<file path="src/rtl/mem_arb_pkg.sv">
`default_nettype none
// ============================================================================
// Package     : mem_arb_pkg
// Description : Shared encodings for the memory port arbiter: FSM states,
//               transaction owner, and the data word returned on a timeout.
// Revision    : 1.0 - initial release
// ============================================================================
package mem_arb_pkg;

  typedef enum logic [1:0] {
    IDLE = 2'd0,
    REQ  = 2'd1,
    RESP = 2'd2
  } arb_state_t;

  typedef enum logic {
    OWN_IFU = 1'b0,
    OWN_LSU = 1'b1
  } arb_owner_t;

  localparam logic [31:0] ARB_ERR_RDATA = 32'hDEADBEEF;

endpackage : mem_arb_pkg
`default_nettype wire

</file>
<file path="src/rtl/arb_starve_ctr.sv">
`default_nettype none
// ============================================================================
// Module      : arb_starve_ctr
// Description : Saturating up-counter. Counts inc pulses up to MAX and holds
//               there; clr returns it to zero (clr wins over inc). sat is
//               high while the count equals MAX.
// Ports       : clk  in  clock, posedge
//               rst  in  asynchronous reset, active-high
//               inc  in  count one event
//               clr  in  clear count
//               sat  out count has reached MAX
// Revision    : 1.0 - initial release
// ============================================================================
module arb_starve_ctr #(
  parameter int MAX = 4
) (
  input  logic clk,
  input  logic rst,
  input  logic inc,
  input  logic clr,
  output logic sat
);

  localparam int CNT_W = (MAX < 1) ? 1 : $clog2(MAX + 1);
  localparam logic [CNT_W-1:0] c_max = CNT_W'(MAX);

  logic [CNT_W-1:0] r_cnt;

  always_ff @(posedge clk or posedge rst) begin
    if (rst) begin
      r_cnt <= '0;
    end else if (clr) begin
      r_cnt <= '0;
    end else if (inc && (r_cnt != c_max)) begin
      r_cnt <= r_cnt + 1'b1;
    end
  end

  assign sat = (r_cnt == c_max);

endmodule : arb_starve_ctr
`default_nettype wire

</file>
<file path="src/rtl/mem_port_arbiter.sv">
`default_nettype none
// ============================================================================
// Module      : mem_port_arbiter
// Description : Shares one memory port between the instruction fetch unit
//               and the load/store unit. One transaction outstanding at a
//               time: IDLE (arbitrate/accept) -> REQ (valid/ready to memory)
//               -> RESP (wait for response, route it to the owner).
//               LSU wins ties until IFU has waited through STARVE_MAX LSU
//               grants, then IFU is forced next.
// Ports       : clk, rst                 clock / async active-high reset
//               ifu_req_*/ifu_resp_*     IFU read-only requester
//               lsu_req_*/lsu_resp_*     LSU load/store requester
//               resp_rdata               shared response data (0 when idle)
//               mem_req_* / mem_addr ..  registered memory request
//               mem_resp_valid/mem_rdata memory response
// Config      : MEM_TIMEOUT_EN - when defined, a transaction that waits
//               TIMEOUT_CYCLES cycles in REQ/RESP is terminated with an
//               error response carrying ARB_ERR_RDATA.
// Revision    : 1.0 - initial release
// ============================================================================
module mem_port_arbiter
  import mem_arb_pkg::*;
#(
  parameter int ADDR_W         = 32,
  parameter int DATA_W         = 32,
  parameter int STARVE_MAX     = 4,
  parameter int TIMEOUT_CYCLES = 256
) (
  input  logic                clk,
  input  logic                rst,
  input  logic                ifu_req_valid,
  output logic                ifu_req_ready,
  input  logic [ADDR_W-1:0]   ifu_addr,
  output logic                ifu_resp_valid,
  output logic                ifu_resp_err,
  input  logic                lsu_req_valid,
  output logic                lsu_req_ready,
  input  logic [ADDR_W-1:0]   lsu_addr,
  input  logic                lsu_wen,
  input  logic [DATA_W-1:0]   lsu_wdata,
  input  logic [DATA_W/8-1:0] lsu_wstrb,
  output logic                lsu_resp_valid,
  output logic                lsu_resp_err,
  output logic [DATA_W-1:0]   resp_rdata,
  output logic                mem_req_valid,
  input  logic                mem_req_ready,
  output logic [ADDR_W-1:0]   mem_addr,
  output logic                mem_wen,
  output logic [DATA_W-1:0]   mem_wdata,
  output logic [DATA_W/8-1:0] mem_wstrb,
  input  logic                mem_resp_valid,
  input  logic [DATA_W-1:0]   mem_rdata
);

  localparam int STRB_W = DATA_W / 8;

  // Elaboration-time guard against unusable configurations.
  if (STARVE_MAX < 1 || TIMEOUT_CYCLES < 1) begin : g_bad_param
    $error("mem_port_arbiter: STARVE_MAX and TIMEOUT_CYCLES must be >= 1");
  end

  arb_state_t r_state;
  arb_state_t w_next;
  arb_owner_t r_owner;

  logic w_accept;
  logic w_grant_lsu;
  logic w_resp_fire;
  logic w_resp_err;
  logic w_timeout;
  logic w_starve_sat;

  // --------------------------------------------------------------------------
  // Starvation counter: counts LSU grants taken while IFU was waiting.
  // --------------------------------------------------------------------------
  arb_starve_ctr #(
    .MAX (STARVE_MAX)
  ) u_starve_ctr (
    .clk (clk),
    .rst (rst),
    .inc (w_accept && w_grant_lsu && ifu_req_valid),
    .clr (w_accept && !w_grant_lsu),
    .sat (w_starve_sat)
  );

  // --------------------------------------------------------------------------
  // Optional per-transaction wait counter.
  // --------------------------------------------------------------------------
`ifdef MEM_TIMEOUT_EN
  localparam int WAIT_W = $clog2(TIMEOUT_CYCLES + 1);
  localparam logic [WAIT_W-1:0] c_wait_last = WAIT_W'(TIMEOUT_CYCLES - 1);

  logic [WAIT_W-1:0] r_wait_cnt;

  always_ff @(posedge clk or posedge rst) begin
    if (rst) begin
      r_wait_cnt <= '0;
    end else if (w_accept) begin
      r_wait_cnt <= '0;
    end else if ((r_state == REQ || r_state == RESP) && (r_wait_cnt != c_wait_last)) begin
      r_wait_cnt <= r_wait_cnt + 1'b1;
    end
  end

  // Counter holds the number of completed wait cycles, so matching
  // TIMEOUT_CYCLES-1 means the current cycle is the TIMEOUT_CYCLES-th one.
  assign w_timeout = (r_wait_cnt == c_wait_last);
`else
  assign w_timeout = 1'b0;
`endif

  // --------------------------------------------------------------------------
  // FSM state register
  // --------------------------------------------------------------------------
  always_ff @(posedge clk or posedge rst) begin
    if (rst) begin
      r_state <= IDLE;
    end else begin
      r_state <= w_next;
    end
  end

  // --------------------------------------------------------------------------
  // FSM next state, arbitration and response qualification
  // --------------------------------------------------------------------------
  always_comb begin
    w_next        = r_state;
    ifu_req_ready = 1'b0;
    lsu_req_ready = 1'b0;
    w_grant_lsu   = 1'b0;
    w_accept      = 1'b0;
    w_resp_fire   = 1'b0;
    w_resp_err    = 1'b0;

    case (r_state)
      IDLE: begin
        // LSU wins unless IFU is waiting and has been passed over too often.
        w_grant_lsu = lsu_req_valid && !(ifu_req_valid && w_starve_sat);
        if (w_grant_lsu) begin
          lsu_req_ready = 1'b1;
        end else if (ifu_req_valid) begin
          ifu_req_ready = 1'b1;
        end
        w_accept = (lsu_req_valid && lsu_req_ready) || (ifu_req_valid && ifu_req_ready);
        if (w_accept) begin
          w_next = REQ;
        end
      end

      REQ: begin
        // A response arriving here is stale/early and is dropped.
        if (w_timeout) begin
          w_resp_fire = 1'b1;
          w_resp_err  = 1'b1;
          w_next      = IDLE;
        end else if (mem_req_ready) begin
          w_next = RESP;
        end
      end

      RESP: begin
        // A real response beats a simultaneous timeout.
        if (mem_resp_valid) begin
          w_resp_fire = 1'b1;
          w_next      = IDLE;
        end else if (w_timeout) begin
          w_resp_fire = 1'b1;
          w_resp_err  = 1'b1;
          w_next      = IDLE;
        end
      end

      default: begin
        w_next = IDLE;
      end
    endcase
  end

  // --------------------------------------------------------------------------
  // Owner and registered memory request
  // --------------------------------------------------------------------------
  always_ff @(posedge clk or posedge rst) begin
    if (rst) begin
      r_owner       <= OWN_IFU;
      mem_req_valid <= 1'b0;
      mem_addr      <= '0;
      mem_wen       <= 1'b0;
      mem_wdata     <= '0;
      mem_wstrb     <= '0;
    end else if (w_accept) begin
      mem_req_valid <= 1'b1;
      if (w_grant_lsu) begin
        r_owner   <= OWN_LSU;
        mem_addr  <= lsu_addr;
        mem_wen   <= lsu_wen;
        mem_wdata <= lsu_wdata;
        mem_wstrb <= lsu_wstrb;
      end else begin
        r_owner   <= OWN_IFU;
        mem_addr  <= ifu_addr;
        mem_wen   <= 1'b0;
        mem_wdata <= '0;
        mem_wstrb <= {STRB_W{1'b0}};
      end
    end else if (r_state == REQ && (mem_req_ready || w_timeout)) begin
      mem_req_valid <= 1'b0;
    end
  end

  // --------------------------------------------------------------------------
  // Response routing
  // --------------------------------------------------------------------------
  assign ifu_resp_valid = w_resp_fire && (r_owner == OWN_IFU);
  assign lsu_resp_valid = w_resp_fire && (r_owner == OWN_LSU);
  assign ifu_resp_err   = w_resp_err  && (r_owner == OWN_IFU);
  assign lsu_resp_err   = w_resp_err  && (r_owner == OWN_LSU);

  always_comb begin
    resp_rdata = '0;
    if (w_resp_fire) begin
      resp_rdata = w_resp_err ? DATA_W'(ARB_ERR_RDATA) : mem_rdata;
    end
  end

endmodule : mem_port_arbiter
`default_nettype wire

</file>
<file path="config.mk">
export PLATFORM = sky130hd
export DESIGN_NAME = mem_port_arbiter
export DESIGN_NICKNAME = d
export VERILOG_FILES = /design/src/rtl/mem_arb_pkg.sv /design/src/rtl/arb_starve_ctr.sv /design/src/rtl/mem_port_arbiter.sv
export SDC_FILE = /design/constraint.sdc
export NUM_CORES = 1
export LEC_CHECK = 0
export ABC_AREA = 0
export CAP_MARGIN = 20
export CORE_MARGIN = 3
export CORE_UTILIZATION = 32
export CTS_BUF_LIST = sky130_fd_sc_hd__clkbuf_8 sky130_fd_sc_hd__clkbuf_16
export DETAILED_ROUTE_END_ITERATION = 10
export GPL_TIMING_DRIVEN = 0
export PLACE_DENSITY = 0.75
export SLEW_MARGIN = 20
export SYNTH_ARGS = -nofsm -noshare
export SYNTH_HDL_FRONTEND = slang
export SYNTH_SLANG_ARGS = --single-unit
</file>
<file path="constraint.sdc">
create_clock -name clk -period 2.35 [get_ports clk]
set_input_delay 0.47 -clock clk [delete_from_list [all_inputs] [get_ports clk]]
set_output_delay 0.47 -clock clk [all_outputs]
set_load 0.005 [all_outputs]
</file>
==> results of run 1 <==
[layer usage]
metal  track usage (%)  part of all wire, %
met1             25.45                   40
met2             35.28                   51
met3             5.499                  7.5
met4             6.891                  1.8
met5                 0                    0
[cells by family (layout without fill, tap and decap cells)]
logic type                 Yosys count  after routing  synth area share [%]
buffers and inverters               43            316                 6.168
adders and majority gates            2              2                0.6891
other                                1              3                0.1033
and+or+nand+nor                    114            114                 21.68
AOI/OAI and AO/OA                   76             76                 18.99
DFF                                 76             76                 52.38
[registers in the layout (all words and copies together), names as in the netlist]
signal              cells
mem_addr               32
u_starve_ctr.r_cnt      3
mem_wstrb               4
r_owner                 1
r_state                 2
mem_wen                 1
mem_req_valid           1
mem_wdata              32
[power breakdown]
part           total [mW]  switching, mW  internal, mW
Combinational        3.63           1.41          2.22
Sequential           2.29          0.364          1.92
Clock                1.48          0.551         0.925
Total                7.39           2.32          5.07
[what timing repair did]
action,in CTS,in global routing
cloned,0,1
setup buffers,9,4
hold buffers,0,0
endpoints found under the setup margin,35,27
pin swaps,3,0
resized for setup,39,32
[path summary, 6_finish.rpt]
kind | end | slack (ns) | cells past startpoint
max in group asynchronous | mem_addr[25] | 1.12 | 4
max reg2reg | mem_addr[27] | 0.52 | 7
min reg2reg | mem_req_valid | 0.48 | 2
min in group asynchronous | mem_wdata[10] | 0.51 | 2
min | r_state[1] | 0.38 | 2
max | resp_rdata[19] | 0.06 | 7
[worst register-to-register path: cells and delay by family (launching register included)]
| kind | cells | cell delay [ns] |
|---|---|---|
| buf+inv | 4 | 0.70 |
| simple gates | 2 | 0.21 |
| flops | 1 | 0.41 |
| compound gates | 1 | 0.39 |
[cell type report]
class | instances | area [sq um]
diodes | 1 | 2.502
plain buffers | 36 | 236.5
clock buffers | 9 | 225.2
clock inverters | 6 | 88.84
fillers | 922 | 4136
inverters | 6 | 28.78
multi-input cells | 194 | 1556
flip-flops and latches | 76 | 1904
well taps | 140 | 175.2
repair buffers | 259 | 2629
[cell usage in the layout (no fill, tap or decap), types with 2 or more instances in the layout]
cell	synthesis	routed
a221o_1	32	32
a22o_1	37	37
and2_1	33	33
and3_1	32	32
and4_1	32	32
buf_1	3	3
buf_12	0	2
buf_2	11	9
buf_4	3	15
buf_6	5	9
buf_8	0	2
bufinv_16	0	2
clkbuf_1	15	12
clkbuf_16	0	9
clkdlybuf4s15_1	0	2
clkdlybuf4s50_1	0	207
clkinvlp_4	0	3
conb_1	1	2
dfrtp_1	76	74
dfrtp_2	0	2
dlygate4sd2_1	0	10
dlymetal6s2s_1	0	24
inv_1	6	3
nand2_1	3	3
nand3_4	0	2
nor2_4	0	2
o21ai_0	4	4
==> qor.csv, run 1 <==
stage,metric,value,unit
clock_network,cts_sinks,76,
setup_path,path_cells,"nand2b_4, nor2_4, buf_8, buf_4, buf_4, and2_1, clkdlybuf4s15_1",
clock_network,cts_max_level,3,
global_routing,antenna_found_initial,1,
clock_network,ctsRootBufferMaster,clkbuf_16,
global_routing,grt_max_degree,31,
outcome,status,"complete, no violations",
synth,synth_area_per_cell,11.64,sq um
setup_path,r2r-start,r_state[0],
final_layout,final_net_count,723,
sta,fin_ws,0.06458,ns
setup_path,cpMostUsedCell,buf_4,
sta,rsz0062_at_grt,yes,
global_routing,grt_pass1_wl,21.02,mm
synth,synthFlopType,dfrtp_1,
sta,tightest_slew,0.5115,ns
setup_path,required,1.88,ns
pwr,irDropWorstVdd,0.0006349,V
place,place_ws,-0.6171,ns
synth,synth_top_area_cell,dfrtp_1,
synth,netlist.area_leader.share,52.38,%
sta,fin_crit_sh,97.25,%
drt,drtIter0Drc,271,
die,die_area,12660,sq um
clock_network,clk_path_buf_depth,2,
clock_network,clock_latency,0.34,ns
final_layout,final_layout_size_suffix_gt1_share,11.09,%
drt,ant_nets,0,
place,io_buffers,243,
setup_path,worstPathMaxFanout,7,
final_layout,fin_util,62.34,%
flow_run,max_cap_violations,0,
die,dieWidth,112.5,microns
pwr,power,7.392,mW
setup_path,cp_slowest_stage_delay,0.41,ns
synth,ys_seq_elements,76,
min_path,min_path_type,in -> reg,
place,hpwl,9.899,mm
clock_network,clkTransAtPathRegs,0.06,ns
sta,finalClockSkew,0.006593,ns
setup_path,critPathKind,reg -> out,
sta,whs,0.3754,ns
synth,netlist_area,3631,sq um
synth,synth_edf_count,0,
final_layout,instances_no_fill,727,
clock_network,cts_buffers,9,
sta,post-route-min-period,2.285,ns
sta,maxSlewViolCount,0,
drt,viasPerCell,5.153,
global_routing,grt_usage,20.68,%
final_layout,syn_to_final_growth,88.56,%
place,dp_cells,698,
setup_path,crit_path_top_delay_cell,dfrtp_2,
drt,via_count,3746,
synth,synth_most_common_cell,dfrtp_1,
synth,yosysUniqueCellTypes,31,
place,gp_congestion,0.8075,
setup_path,cp_top_family,buffers and inverters,
synth,synth.area.top_cells,"dfrtp_1, a22o_1, a221o_1, and4_1, and2_1",
die,fp-row-count,38,
min_path,min_from,mem_resp_valid,
setup_path,arrival,1.82,ns
synth,synth-seq-area-share,52.38,%
drt,route.detailed.drc,0,
drt,routed_wirelength,13.19,mm
setup_path,critPathLaunchType,flip-flop,
synth,synth_common_cells,"dfrtp_1, a22o_1, and2_1",
die,start_util,33.06,%
die,die_h,112.5,microns
synth,netlist_instances,312,
die,io_pins,247,
drt,wl_per_cell,18.14,microns
die,core-area,10980,sq um
sta,hold_viol_final,0,
sta,setup_tns,0,ns
global_routing,grt_pass1_vias,4044,
sta,max_freq,0.4376,GHz
sta,setup_viol,0,
pwr,static-leakage-power,3.429,nW
final_layout,fin_area,6847,sq um
sta,slew_headroom,65.90,%
synth,yosysWarnings,0,
clock_network,cts_tree,done,
drt,firstDrtPassIters,5,
place,dpl_cell_area,6286,sq um
global_routing,globalRouteOverflowTotal,0,
setup_path,path_buf_inv,4,
synth,synth-async-reset-ratio,100.0,%
setup_path,endpoint_kind,output port,
setup_path,startpoint,r_state[0],
pwr,p_per_area,1080,nW/um^2
(Power assumes the default switching activity.)
==> run 2, diff against run 1 <==
SLEW_MARGIN = 30   (was 20)
==> qor.csv, run 2 (synthesis gave the netlist of run 1 again) <==
stage,metric,value,unit,change
die,fp-row-count,38,,unchanged
place,dp_cells,698,,unchanged
place,hpwl,9.911,mm,+0.13%
global_routing,grt_usage,20.37,%,-0.32 points
setup_path,endpoint_kind,output port,,
pwr,clockPowerShare,19.2,%,-0.8 points
setup_path,arrival,1.81,ns,about the same
drt,firstDrtPassIters,4,,-1
drt,wl_per_cell,17.98,microns,-0.90%
sta,post-route-min-period,2.282,ns,-0.003022 ns
pwr,swShare,31.71,%,+0.29 points
sta,fin_ws,0.06760,ns,+0.003022 ns
pwr,irDropWorstVdd,0.0005546,V,-13%
pwr,p_seq_share,31.9,%,+1.0 points
setup_path,cp_slowest_stage_delay,0.50,ns,+0.09 ns
clock_network,clock_latency,0.33,ns,about the same
sta,tightest_slew,0.5037,ns,-0.007843 ns
min_path,holdPathEnd,r_state[1],,
final_layout,layout_common_cells,"clkdlybuf4s50_1, dfrtp_1, a22o_1, and2_1",,
drt,drtIter0Drc,289,,+6.6%
place,io_buffers,243,,unchanged
clock_network,clk_path_buf_depth,2,,unchanged
setup_path,required,1.88,ns,about the same
min_path,hold_depth,2,,unchanged
sta,max_freq,0.4381,GHz,+0.13%
pwr,power,7.221,mW,-2.3%
sta,fin_crit_sh,97.12,%,-0.13 points
final_layout,fin_util,61.11,%,-1.2 points
clock_network,clkTransAtPathRegs,0.06,ns,about the same
setup_path,reg2reg_depth,7,,unchanged
sta,whs,0.3815,ns,+0.006159 ns
pwr,power_switching,2.290,mW,-1.4%
die,dieWidth,112.5,microns,unchanged
pwr,intPower,4.931,mW,-2.7%
flow_run,max_cap_violations,0,,unchanged
final_layout,final_layout_size_suffix_gt1_share,10.34,%,-0.75 points
die,die_h,112.5,microns,unchanged
drt,routed_wirelength,12.96,mm,-1.7%
final_layout,final_net_count,717,,-0.83%
final_layout,instances_no_fill,721,,-0.83%
pwr,pwr-share-comb,48.9,%,-0.2 points
die,io_pins,247,,unchanged
place,gp_congestion,0.8075,,unchanged
pwr,static-leakage-power,3.150,nW,-8.1%
global_routing,globalRouteOverflowTotal,0,,unchanged
die,core-area,10980,sq um,unchanged
setup_path,crit_path_top_delay_cell,clkdlybuf4s50_1,,
place,place_ws,-0.6144,ns,+0.002771 ns
sta,setup_viol,0,,unchanged
setup_path,critPathLaunchType,flip-flop,,
drt,route.detailed.drc,0,,unchanged
drt,via_count,3689,,-1.5%
global_routing,grt_pass1_wl,20.80,mm,-1.0%
min_path,min_path_type,in -> reg,,
min_path,min_from,mem_resp_valid,,
outcome,status,"complete, no violations",,
final_layout,syn_to_final_growth,84.84,%,
place,dpl_cell_area,6286,sq um,unchanged
clock_network,ctsRootBufferMaster,clkbuf_16,,
drt,ant_nets,0,,unchanged
clock_network,cts_hold_buffers,0,,unchanged
global_routing,grt_pass1_vias,3976,,-1.7%
drt,viasPerCell,5.117,,-0.70%
sta,finalClockSkew,0.005819,ns,-0.0007736 ns
sta,hold_viol_final,0,,unchanged
final_layout,top_regs,"mem_addr (32), mem_wdata (32), mem_wstrb (4)",,
clock_network,cts_sinks,76,,unchanged
sta,rsz0062_at_grt,no,,
die,die_area,12660,sq um,unchanged
setup_path,r2r-start,u_starve_ctr.r_cnt[1],,
final_layout,fin_area,6711,sq um,-2.0%
setup_path,reg2reg_slack,0.60,ns,+0.08 ns
clock_network,cts_buffers,9,,unchanged
pwr,p_per_area,1076,nW/um^2,-0.36%
final_layout,final_common_cell,clkdlybuf4s50_1,,
global_routing,antenna_found_initial,1,,unchanged
clock_network,cts_tree,done,,
setup_path,worstPathMaxFanout,5,,-2
final_layout,n_fill_cell,949,,+2.9%
die,start_util,33.06,%,unchanged
setup_path,rr_endpoint,mem_addr[19],,
sta,maxSlewViolCount,0,,unchanged
setup_path,path_cells,"nand2b_4, nor2_4, buf_4, and2_1, clkdlybuf4s50_1",,
global_routing,grt_max_degree,31,,unchanged
sta,setup_tns,0,ns,unchanged
clock_network,cts_max_level,3,,unchanged
setup_path,critPathKind,reg -> out,,
sta,slew_headroom,66.35,%,+0.45 points
## run 2: cell types whose count changed in the layout (fill, tap and decap cells not counted), sizes merged, moves of 2 or more
cell	change
dlymetal6s2s	-18
buf	-9
clkdlybuf4s50	+2
clkdlybuf4s15	-2
dlygate4sd2	+17
clkbuf	+5
## run 2: power by group through the flow
stage | registers, mW | clock network (mW) | logic (mW)
3_3_place_gp | 2.28 | 0 | 3.39
3_5_place_dp | 2.30 | 0 | 3.46
4_1_cts | 2.30 | 1.42 | 3.56
5_1_grt | 2.38 | 1.47 | 3.84
2_1_floorplan | 2.29 | 0 | 1.49
6_report | 2.30 | 1.39 | 3.53
## run 2: repair_timing
item	in CTS	in global routing
setup buffers	4	4
pin swaps	2	3
setup endpoints to repair	35	7
resized for setup	53	9
## run 2: layer usage
| layer | vias to the layer above | wire length (microns) | global-route usage, % |
|---|---|---|---|
| met2 | 164 | 6597 | 34.49 |
| met3 | 15 | 875 | 4.474 |
| met5 | - | 0 | 0 |
| met4 | 0 | 182 | 6.891 |
| li1 | 1729 | - | - |
| met1 | 1781 | 5304 | 25.82 |
## run 2: worst max-delay path by stage
stage                     startpoint        endpoint  slack [ns]  cells after the start
6_report                  r_state[0]  lsu_resp_valid        0.07                      5
3_3_place_gp           ifu_req_valid   lsu_req_ready       -0.68                      6
3_5_place_dp           ifu_req_valid   ifu_req_ready       -0.61                      7
2_1_floorplan          lsu_req_valid   ifu_req_ready        0.59                      6
4_1_cts               mem_resp_valid  resp_rdata[22]       -0.10                      6
5_1_grt        u_starve_ctr.r_cnt[1]   lsu_req_ready       0.007                      7
## run 2: cell type report
| class | instances | area (sq um) | area share (%) |
|---|---|---|---|
| timing repair buffer | 253 | 2509 | 37.38 |
| sequential | 76 | 1904 | 28.37 |
| multi-input combinational | 194 | 1556 | 23.19 |
| clock buffer | 10 | 239.0 | 3.561 |
| buffer | 36 | 236.5 | 3.523 |
| tap | 140 | 175.2 | 2.610 |
| clock inverter | 5 | 60.06 | 0.8949 |
| inverter | 6 | 28.78 | 0.4288 |
| antenna | 1 | 2.502 | 0.03729 |
## run 2: worst max-delay path: cells and delay by family, from the launching register on
family / cells / cell delay, ns
and+or+nand+nor: 3 / 0.39
DFF: 1 / 0.46
buffers and inverters: 2 / 0.63
